### config.mk
export PLATFORM = sky130hd
export DESIGN_NAME = ltc2333_readout
export DESIGN_NICKNAME = d
export VERILOG_FILES = /design/src/rtl/ltc2333_pkg.sv /design/src/rtl/ltc2333_lane_capture.sv /design/src/rtl/ltc2333_readout.sv
export SDC_FILE = /design/constraint.sdc
export NUM_CORES = 2
export LEC_CHECK = 0
export ABC_AREA = 1
export CAP_MARGIN = 20
export CORE_MARGIN = 3
export CORE_UTILIZATION = 55
export CTS_BUF_LIST = sky130_fd_sc_hd__clkbuf_8
export CTS_CLUSTER_SIZE = 40
export DETAILED_ROUTE_END_ITERATION = 16
export GPL_ROUTABILITY_DRIVEN = 1
export PLACE_DENSITY = 0.78
export SYNTH_ARGS = -nofsm -noshare
export SYNTH_HDL_FRONTEND = slang
export SYNTH_SLANG_ARGS = --single-unit
### constraint.sdc
create_clock -name clk -period 72.7 [get_ports clk]
set_input_delay 10.905 -clock clk [delete_from_list [all_inputs] [get_ports clk]]
set_output_delay 10.905 -clock clk [all_outputs]
set_load 0.01 [all_outputs]
### src/rtl/ltc2333_pkg.sv
// Shared types and constants for the LTC2333 conversion/readout engine.
package ltc2333_pkg;

  typedef enum logic [2:0] {
    IDLE,
    CNV_HI,
    WAIT_BUSY,
    SHIFT,
    DRAIN,
    GAP
  } state_t;

  localparam int WORD_W    = 24;
  localparam int RES_MSB   = 23;
  localparam int RES_LSB   = 6;
  localparam int CH_MSB    = 5;
  localparam int CH_LSB    = 3;
  localparam int SS_MSB    = 2;
  localparam int SS_LSB    = 0;
  localparam int MAX_WORDS = 8;

  // A request of zero words still reads one; anything past the frame buffer depth clamps.
  function automatic logic [3:0] clamp_words(input logic [3:0] n);
    logic [3:0] r;
    r = n;
    if (n == 4'd0) r = 4'd1;
    else if (n > 4'(MAX_WORDS)) r = 4'(MAX_WORDS);
    return r;
  endfunction

endpackage

### src/rtl/ltc2333_lane_capture.sv
// One ADC lane: synchronises the echo clock and data, shifts bits MSB first
// and publishes each completed 24-bit word with a running word count.
module ltc2333_lane_capture
  import ltc2333_pkg::*;
(
  input  logic              clk,
  input  logic              rst,
  input  logic              clear,
  input  logic              flush,
  input  logic [3:0]        n_words,
  input  logic [3:0]        push_idx,
  input  logic              scko,
  input  logic              sdo,
  output logic [WORD_W-1:0] word,
  output logic [3:0]        word_cnt
);

  logic [2:0]        scko_sync;
  logic [1:0]        sdo_sync;
  logic [WORD_W-1:0] shreg;
  logic [4:0]        bit_cnt;
  logic              scko_rise;
  logic [WORD_W-1:0] shifted;

  assign scko_rise = scko_sync[1] & ~scko_sync[2];
  assign shifted   = {shreg[WORD_W-2:0], sdo_sync[1]};

  always_ff @(posedge clk or posedge rst) begin
    if (rst) begin
      scko_sync <= '0;
      sdo_sync  <= '0;
    end else begin
      scko_sync <= {scko_sync[1:0], scko};
      sdo_sync  <= {sdo_sync[0], sdo};
    end
  end

  // A flush closes the word the output stage is waiting on, padding missing bits with zeros.
  always_ff @(posedge clk or posedge rst) begin
    if (rst) begin
      shreg    <= '0;
      bit_cnt  <= '0;
      word_cnt <= '0;
      word     <= '0;
    end else if (clear) begin
      shreg    <= '0;
      bit_cnt  <= '0;
      word_cnt <= '0;
      word     <= '0;
    end else if (flush && (word_cnt == push_idx)) begin
      word     <= shreg << (5'(WORD_W) - bit_cnt);
      word_cnt <= word_cnt + 4'd1;
      bit_cnt  <= '0;
      shreg    <= '0;
    end else if (scko_rise && (word_cnt < n_words)) begin
      if (bit_cnt == 5'(WORD_W - 1)) begin
        word     <= shifted;
        word_cnt <= word_cnt + 4'd1;
        bit_cnt  <= '0;
        shreg    <= '0;
      end else begin
        shreg   <= shifted;
        bit_cnt <= bit_cnt + 5'd1;
      end
    end
  end

endmodule

### src/rtl/ltc2333_readout.sv
// Conversion and serial readout engine for a bank of LTC2333 ADCs sharing
// CNV/SCKI/SDI, streaming one N_ADC-wide word per readout slot.
module ltc2333_readout
  import ltc2333_pkg::*;
#(
  parameter int N_ADC    = 8,
  parameter int CLK_DIV  = 4,
  parameter int CNV_CYC  = 4,
  parameter int BUSY_TO  = 2000,
  parameter int DRAIN_TO = 64
) (
  input  logic                    clk,
  input  logic                    rst,
  input  logic                    enable,
  input  logic [31:0]             period,
  input  logic [3:0]              n_words,
  input  logic [WORD_W-1:0]       cfg_word,
  output logic                    cnv,
  output logic                    scki,
  output logic                    sdi,
  input  logic [N_ADC-1:0]        busy,
  input  logic [N_ADC-1:0]        scko,
  input  logic [N_ADC-1:0]        sdo,
  output logic                    m_valid,
  input  logic                    m_ready,
  output logic [WORD_W*N_ADC-1:0] m_data,
  output logic                    m_last,
  output logic                    busy_timeout,
  output logic [15:0]             overrun_cnt
);

  state_t state, state_nxt;

  logic [15:0]             tmr;
  logic [31:0]             per_cnt;
  logic                    trigger;
  logic [N_ADC-1:0]        busy_s1, busy_s2;
  logic                    busy_clear;
  logic [WORD_W-1:0]       cfg_q, sdi_sr;
  logic [3:0]              n_eff, push_idx;
  logic [15:0]             div_cnt;
  logic [9:0]              half_cnt, half_total;
  logic                    shift_last;
  logic                    frame_start, shift_start, timeout_hit, flush;
  logic [WORD_W-1:0]       lane_word [N_ADC];
  logic [3:0]              lane_cnt  [N_ADC];
  logic [WORD_W*N_ADC-1:0] lane_bus;
  logic                    all_ready, push;

  assign trigger    = enable && (({1'b0, per_cnt} + 33'd1) >= {1'b0, period});
  assign busy_clear = ~|busy_s2;
  assign half_total = 10'(n_eff) * 10'd48;
  assign shift_last = (state == SHIFT) && (div_cnt == 16'(CLK_DIV - 1))
                      && (half_cnt == half_total - 10'd1);
  assign sdi        = sdi_sr[WORD_W-1];
  assign push       = all_ready && (push_idx < n_eff);

  always_ff @(posedge clk or posedge rst) begin
    if (rst) state <= IDLE;
    else     state <= state_nxt;
  end

  always_comb begin
    state_nxt = state;
    case (state)
      IDLE:      if (trigger) state_nxt = CNV_HI;
      CNV_HI:    if (tmr == 16'(CNV_CYC - 1)) state_nxt = WAIT_BUSY;
      WAIT_BUSY: begin
        if (busy_clear) state_nxt = SHIFT;
        else if (tmr == 16'(BUSY_TO - 1)) state_nxt = GAP;
      end
      SHIFT:     if (shift_last) state_nxt = DRAIN;
      DRAIN:     if (push_idx == n_eff) state_nxt = GAP;
      GAP:       state_nxt = IDLE;
      default:   state_nxt = IDLE;
    endcase
  end

  always_comb begin
    cnv         = (state == CNV_HI);
    frame_start = (state == IDLE) && trigger;
    shift_start = (state == WAIT_BUSY) && busy_clear;
    timeout_hit = (state == WAIT_BUSY) && !busy_clear && (tmr == 16'(BUSY_TO - 1));
    flush       = (state == DRAIN) && (tmr >= 16'(DRAIN_TO - 1));
  end

  // The period counter spans the whole frame so CNV edges stay exactly period apart.
  always_ff @(posedge clk or posedge rst) begin
    if (rst) begin
      tmr     <= '0;
      per_cnt <= '0;
      busy_s1 <= '0;
      busy_s2 <= '0;
    end else begin
      tmr     <= (state_nxt != state) ? 16'd0 : tmr + 16'd1;
      busy_s1 <= busy;
      busy_s2 <= busy_s1;
      if (frame_start)                   per_cnt <= '0;
      else if (state == IDLE && !enable) per_cnt <= '0;
      else if (per_cnt != '1)            per_cnt <= per_cnt + 32'd1;
    end
  end

  always_ff @(posedge clk or posedge rst) begin
    if (rst) begin
      cfg_q        <= '0;
      n_eff        <= 4'd1;
      busy_timeout <= 1'b0;
    end else if (frame_start) begin
      cfg_q        <= cfg_word;
      n_eff        <= clamp_words(n_words);
      busy_timeout <= 1'b0;
    end else if (timeout_hit) begin
      busy_timeout <= 1'b1;
    end
  end

  // SCKI idles low; SDI advances on each falling edge and zero-fills after the config word.
  always_ff @(posedge clk or posedge rst) begin
    if (rst) begin
      scki     <= 1'b0;
      div_cnt  <= '0;
      half_cnt <= '0;
      sdi_sr   <= '0;
    end else if (shift_start) begin
      scki     <= 1'b0;
      div_cnt  <= '0;
      half_cnt <= '0;
      sdi_sr   <= cfg_q;
    end else if (state == SHIFT) begin
      if (div_cnt == 16'(CLK_DIV - 1)) begin
        div_cnt  <= '0;
        half_cnt <= half_cnt + 10'd1;
        scki     <= ~scki;
        if (scki) sdi_sr <= sdi_sr << 1;
      end else begin
        div_cnt <= div_cnt + 16'd1;
      end
    end else begin
      scki <= 1'b0;
    end
  end

  for (genvar g = 0; g < N_ADC; g++) begin : g_lane
    ltc2333_lane_capture u_lane (
      .clk      (clk),
      .rst      (rst),
      .clear    (frame_start),
      .flush    (flush),
      .n_words  (n_eff),
      .push_idx (push_idx),
      .scko     (scko[g]),
      .sdo      (sdo[g]),
      .word     (lane_word[g]),
      .word_cnt (lane_cnt[g])
    );
  end

  always_comb begin
    all_ready = 1'b1;
    lane_bus  = '0;
    for (int i = 0; i < N_ADC; i++) begin
      if (lane_cnt[i] <= push_idx) all_ready = 1'b0;
      lane_bus[WORD_W*i +: WORD_W] = lane_word[i];
    end
  end

  // A word arriving while the previous one is still held is dropped and counted.
  always_ff @(posedge clk or posedge rst) begin
    if (rst) begin
      push_idx    <= '0;
      m_valid     <= 1'b0;
      m_data      <= '0;
      m_last      <= 1'b0;
      overrun_cnt <= '0;
    end else if (frame_start) begin
      push_idx <= '0;
      if (m_valid && m_ready) m_valid <= 1'b0;
    end else if (push) begin
      push_idx <= push_idx + 4'd1;
      if (!m_valid || m_ready) begin
        m_valid <= 1'b1;
        m_data  <= lane_bus;
        m_last  <= (push_idx == n_eff - 4'd1);
      end else if (overrun_cnt != 16'hFFFF) begin
        overrun_cnt <= overrun_cnt + 16'd1;
      end
    end else if (m_valid && m_ready) begin
      m_valid <= 1'b0;
    end
  end

endmodule

==> summary.txt <==
Run status
  • Run status: finished, final reports clean

Setup path
  • Worst r2r src: per_cnt[0]
  • Crit-path max cell delay: 0.88 ns
  • Worst setup path class: primary input to register
  • Crit-path cells: clkdlybuf4s50_1 > inv_1 > ha_1 > a21oi_1 > o21a_1 > nand2_1 > a21oi_1 > nand2_1 > nand2_1 > nand2_1 > nand2_8 > buf_12 > nand2_2 > nand2_2 > o21ai_0
  • Worst R2R End: g_lane[6].u_lane.word[12]
  • Data arrival, critical path: 15.52 ns
  • Most used cell, CP: nand2_1
  • Worst Setup Start Kind: primary input
  • Crit path to: g_lane[6].u_lane.word[12]
  • Reg-to-reg slack, setup: 66.26 ns
  • R2R depth: 24
  • Slowest CP cell: nand2_2
  • Required @ worst endpoint: 73.35 ns
  • Setup crit end kind: register
  • Crit Path Max Fanout: 173
  • Critical Path Source: period[24]

STA
  • RSZ-0062 raised after global routing: no
  • Final Max Tran Viols: 0
  • Setup_tns: 0 ns
  • Final setup viols: 0
  • Worst slew margin: 0.227
  • Clock Skew: 0.0378 ns
  • Fin crit share: 0.205
  • Hold Violations, Final: 0
  • Max Freq: 67.2 MHz
  • Min cycle time layout: 14.87 ns
  • Slew @ Worst Pin: 1.16 ns
  • Final critical-path setup slack: 57.83 ns

Drt
  • Final ANT Viol Nets: 0
  • Initial DRC count: 4045
  • Post-DR vias/cell: 5.60
  • DR pass1 iterations: 6
  • Avg WL per Cell: 16.4 um
  • Final WL: 128 mm
  • Via count: 43900
  • DRC: 0

Placement
  • Post-DP HPWL: 86.7 mm
  • I/O Buffers: 301
  • GPL Wtd Cong: 0.936
  • Area after DPL: 0.0513 sq mm
  • Setup WS pre-CTS: 57.09 ns

Logic synthesis
  • Seq cells post-synth: 857
  • Synthesized cell area: 0.0481 sq mm
  • Post-synthesis sequential area ratio: 0.446
  • Distinct cells, synth: 56
  • Post-synth top area cell: dfrtp_1
  • Syn_nets: 6660
  • Post-synth top area share: 0.446
  • Total number of yosys warnings: 0
  • Post-synth top cells: 2215 x nand2_1, 856 x dfrtp_1, 717 x o21ai_0
  • Cell with the most instances after synthesis: nand2_1
  • Post-synth EDFFs: 0
  • Synth area leaders: dfrtp_1 45%, nand2_1 17%, o21ai_0 7.5%, nand3_1 6.0%, inv_1 3.8%
  • Mean area per synthesized cell: 7.46 sq um
  • Async SR Flop Fraction: 1.00
  • Mapped Cells: 6442
  • Main synth FF type: dfrtp_1

Power
  • P_int: 998 uW
  • Net Sw Power: 793 uW
  • Power Density: 33.0 mW/mm^2
  • Gate power share: 0.455
  • Seq pwr share: 0.301
  • Lkg Pwr: 25.6 nW
  • Clock power share: 0.244
  • Maximum vdd drop: 0.0000238 V
  • Net Sw Frac: 0.443
  • Tot Pwr: 1.79 mW

Floorplanning
  • Core Box Area: 0.0859 sq mm
  • I/O pin count: 302
  • Die H: 302 um
  • # rows: 107
  • Initial Util: 0.559
  • Area of the die: 0.0910 sq mm
  • Die X: 302 um

Clock network
  • CTS tree: yes
  • Clock root buffer: clkbuf_8
  • CTS max path bufs: 3
  • Post-CTS setup buffer count: 0
  • Clock Latency Late Sink: 0.83 ns
  • CTS Buf Count: 144
  • Post_cts resized: 0
  • H-tree Lvls: 4
  • Clk slew on worst S/H paths: 0.07 ns
  • # hold bufs at CTS: 0
  • Clock sinks: 857

Layout
  • NumNets Final: 6795
  • Layout cell share with drive strength beyond 1: 0.0555
  • Area growth from synthesis to layout: 13.0%
  • Layout fillers: 7628
  • Design Area, Final: 0.0543 sq mm

Global route
  • Met2 Track Usage GR: 0.449
  • Vias in the first global route: 41500
  • Tot GR Track Use: 0.281
  • Initial antenna violation count: 3
  • Grt met3 use: 0.0393
  • Pin count of the biggest net entering global routing: 194
  • First-pass GRT wire length: 212 mm
  • Grt met1 use: 0.397
  • Most Crowded Layer GR: met2
  • Overflow left after global routing: 0

Hold path
  • Min-delay worst type: register to register

Run
  • Max-Cap Viols: 0
==> power by group through the flow <==
| stage | sequential, mW | clock [mW] | combinational, mW |
|---|---|---|---|
| 5_1_grt | 0.543 | 0.469 | 0.917 |
| 3_3_place_gp | 0.546 | 0 | 0.788 |
| 2_1_floorplan | 0.538 | 0 | 0.624 |
| 6_report | 0.539 | 0.437 | 0.815 |
| 3_5_place_dp | 0.547 | 0 | 0.792 |
| 4_1_cts | 0.538 | 0.446 | 0.795 |
==> metrics by stage <==
stage                     hold WS (ns)  std cells   util
after global routing             0.351       7831  0.632
after floorplan                  0.331       6442      -
final                            0.340       7831  0.632
after global placement           0.332       7570  0.597
after detailed placement         0.336       7570  0.597
after CTS                        0.339       7824  0.631
==> cells in the final DEF, fill, tap and decap left out, drive strengths merged, types with 37 or more instances in the layout <==
| cell | instances |
|---|---|
| o211ai | 195 |
| a21oi | 132 |
| buf | 63 |
| o22ai | 41 |
| clkdlybuf4s50 | 301 |
| dfrtp | 856 |
| nor3 | 42 |
| inv | 550 |
| nand3 | 576 |
| xor2 | 80 |
| or2 | 44 |
| ha | 129 |
| nand2 | 2230 |
| nand4 | 37 |
| nor2 | 226 |
| o21ai | 824 |
| clkbuf | 170 |
==> routing by layer <==
layer  vias up  routed length, um
met4         0               3220
met1     20700              58400
li1      21500                  -
met3       231               7570
met5         -                  0
met2      1408              58900
==> layout make-up <==
cell class | count | area (sq um) | share of cell area
tap | 1144 | 1430 | 0.0264
clock inverter | 84 | 588 | 0.0108
sequential | 857 | 21400 | 0.395
multi-input combinational | 4706 | 23100 | 0.425
timing repair buffer | 364 | 3530 | 0.0651
antenna | 2 | 5.00 | 0.0000922
clock buffer | 170 | 2340 | 0.0431
inverter | 504 | 1900 | 0.0351
==> flip-flops by register name, summed over array words and instances, names as in the netlist <==
signal	count
cfg_q	24
g_lane.u_lane.scko_sync	24
n_eff	4
push_idx	4
g_lane.u_lane.bit_cnt	40
half_cnt	10
sdi_sr	24
div_cnt	16
busy_s1	8
g_lane.u_lane.word	192
g_lane.u_lane.word_cnt	32
scki	1
state	3
g_lane.u_lane.sdo_sync	16
tmr	16
m_data	192
per_cnt	32
busy_timeout	1
busy_s2	8
m_last	1
m_valid	1
g_lane.u_lane.shreg	192
overrun_cnt	16
==> worst min path at each step <==
stage                                       startpoint                      endpoint  cells past startpoint  slack [ns]
after floorplan                             busy_s1[0]                    busy_s2[0]                      0        0.33
after global placement                      busy_s1[3]                    busy_s2[3]                      0        0.33
after detailed placement                    busy_s1[0]                    busy_s2[0]                      0        0.34
after CTS                                   busy_s1[0]                    busy_s2[0]                      0        0.34
after global routing      g_lane[1].u_lane.sdo_sync[0]  g_lane[1].u_lane.sdo_sync[1]                      0        0.35
final                                       busy_s1[0]                    busy_s2[0]                      0        0.34
==> cell families after synthesis <==
| family | synth area share |
|---|---|
| compound gates | 0.151 |
| xor+xnor | 0.0202 |
| fa+ha+maj | 0.0340 |
| buf+inv | 0.0755 |
| flops | 0.446 |
| mux | 0.00271 |
| simple gates | 0.271 |
==> worst max-delay path: cells and delay by family <==
| kind | cells | cell delay, ns |
|---|---|---|
| compound gates | 4 | 0.71 |
| fa+ha+maj | 1 | 0.29 |
| buf+inv | 3 | 1.13 |
| simple gates | 7 | 2.19 |
Power figures use the tool's default switching activity.
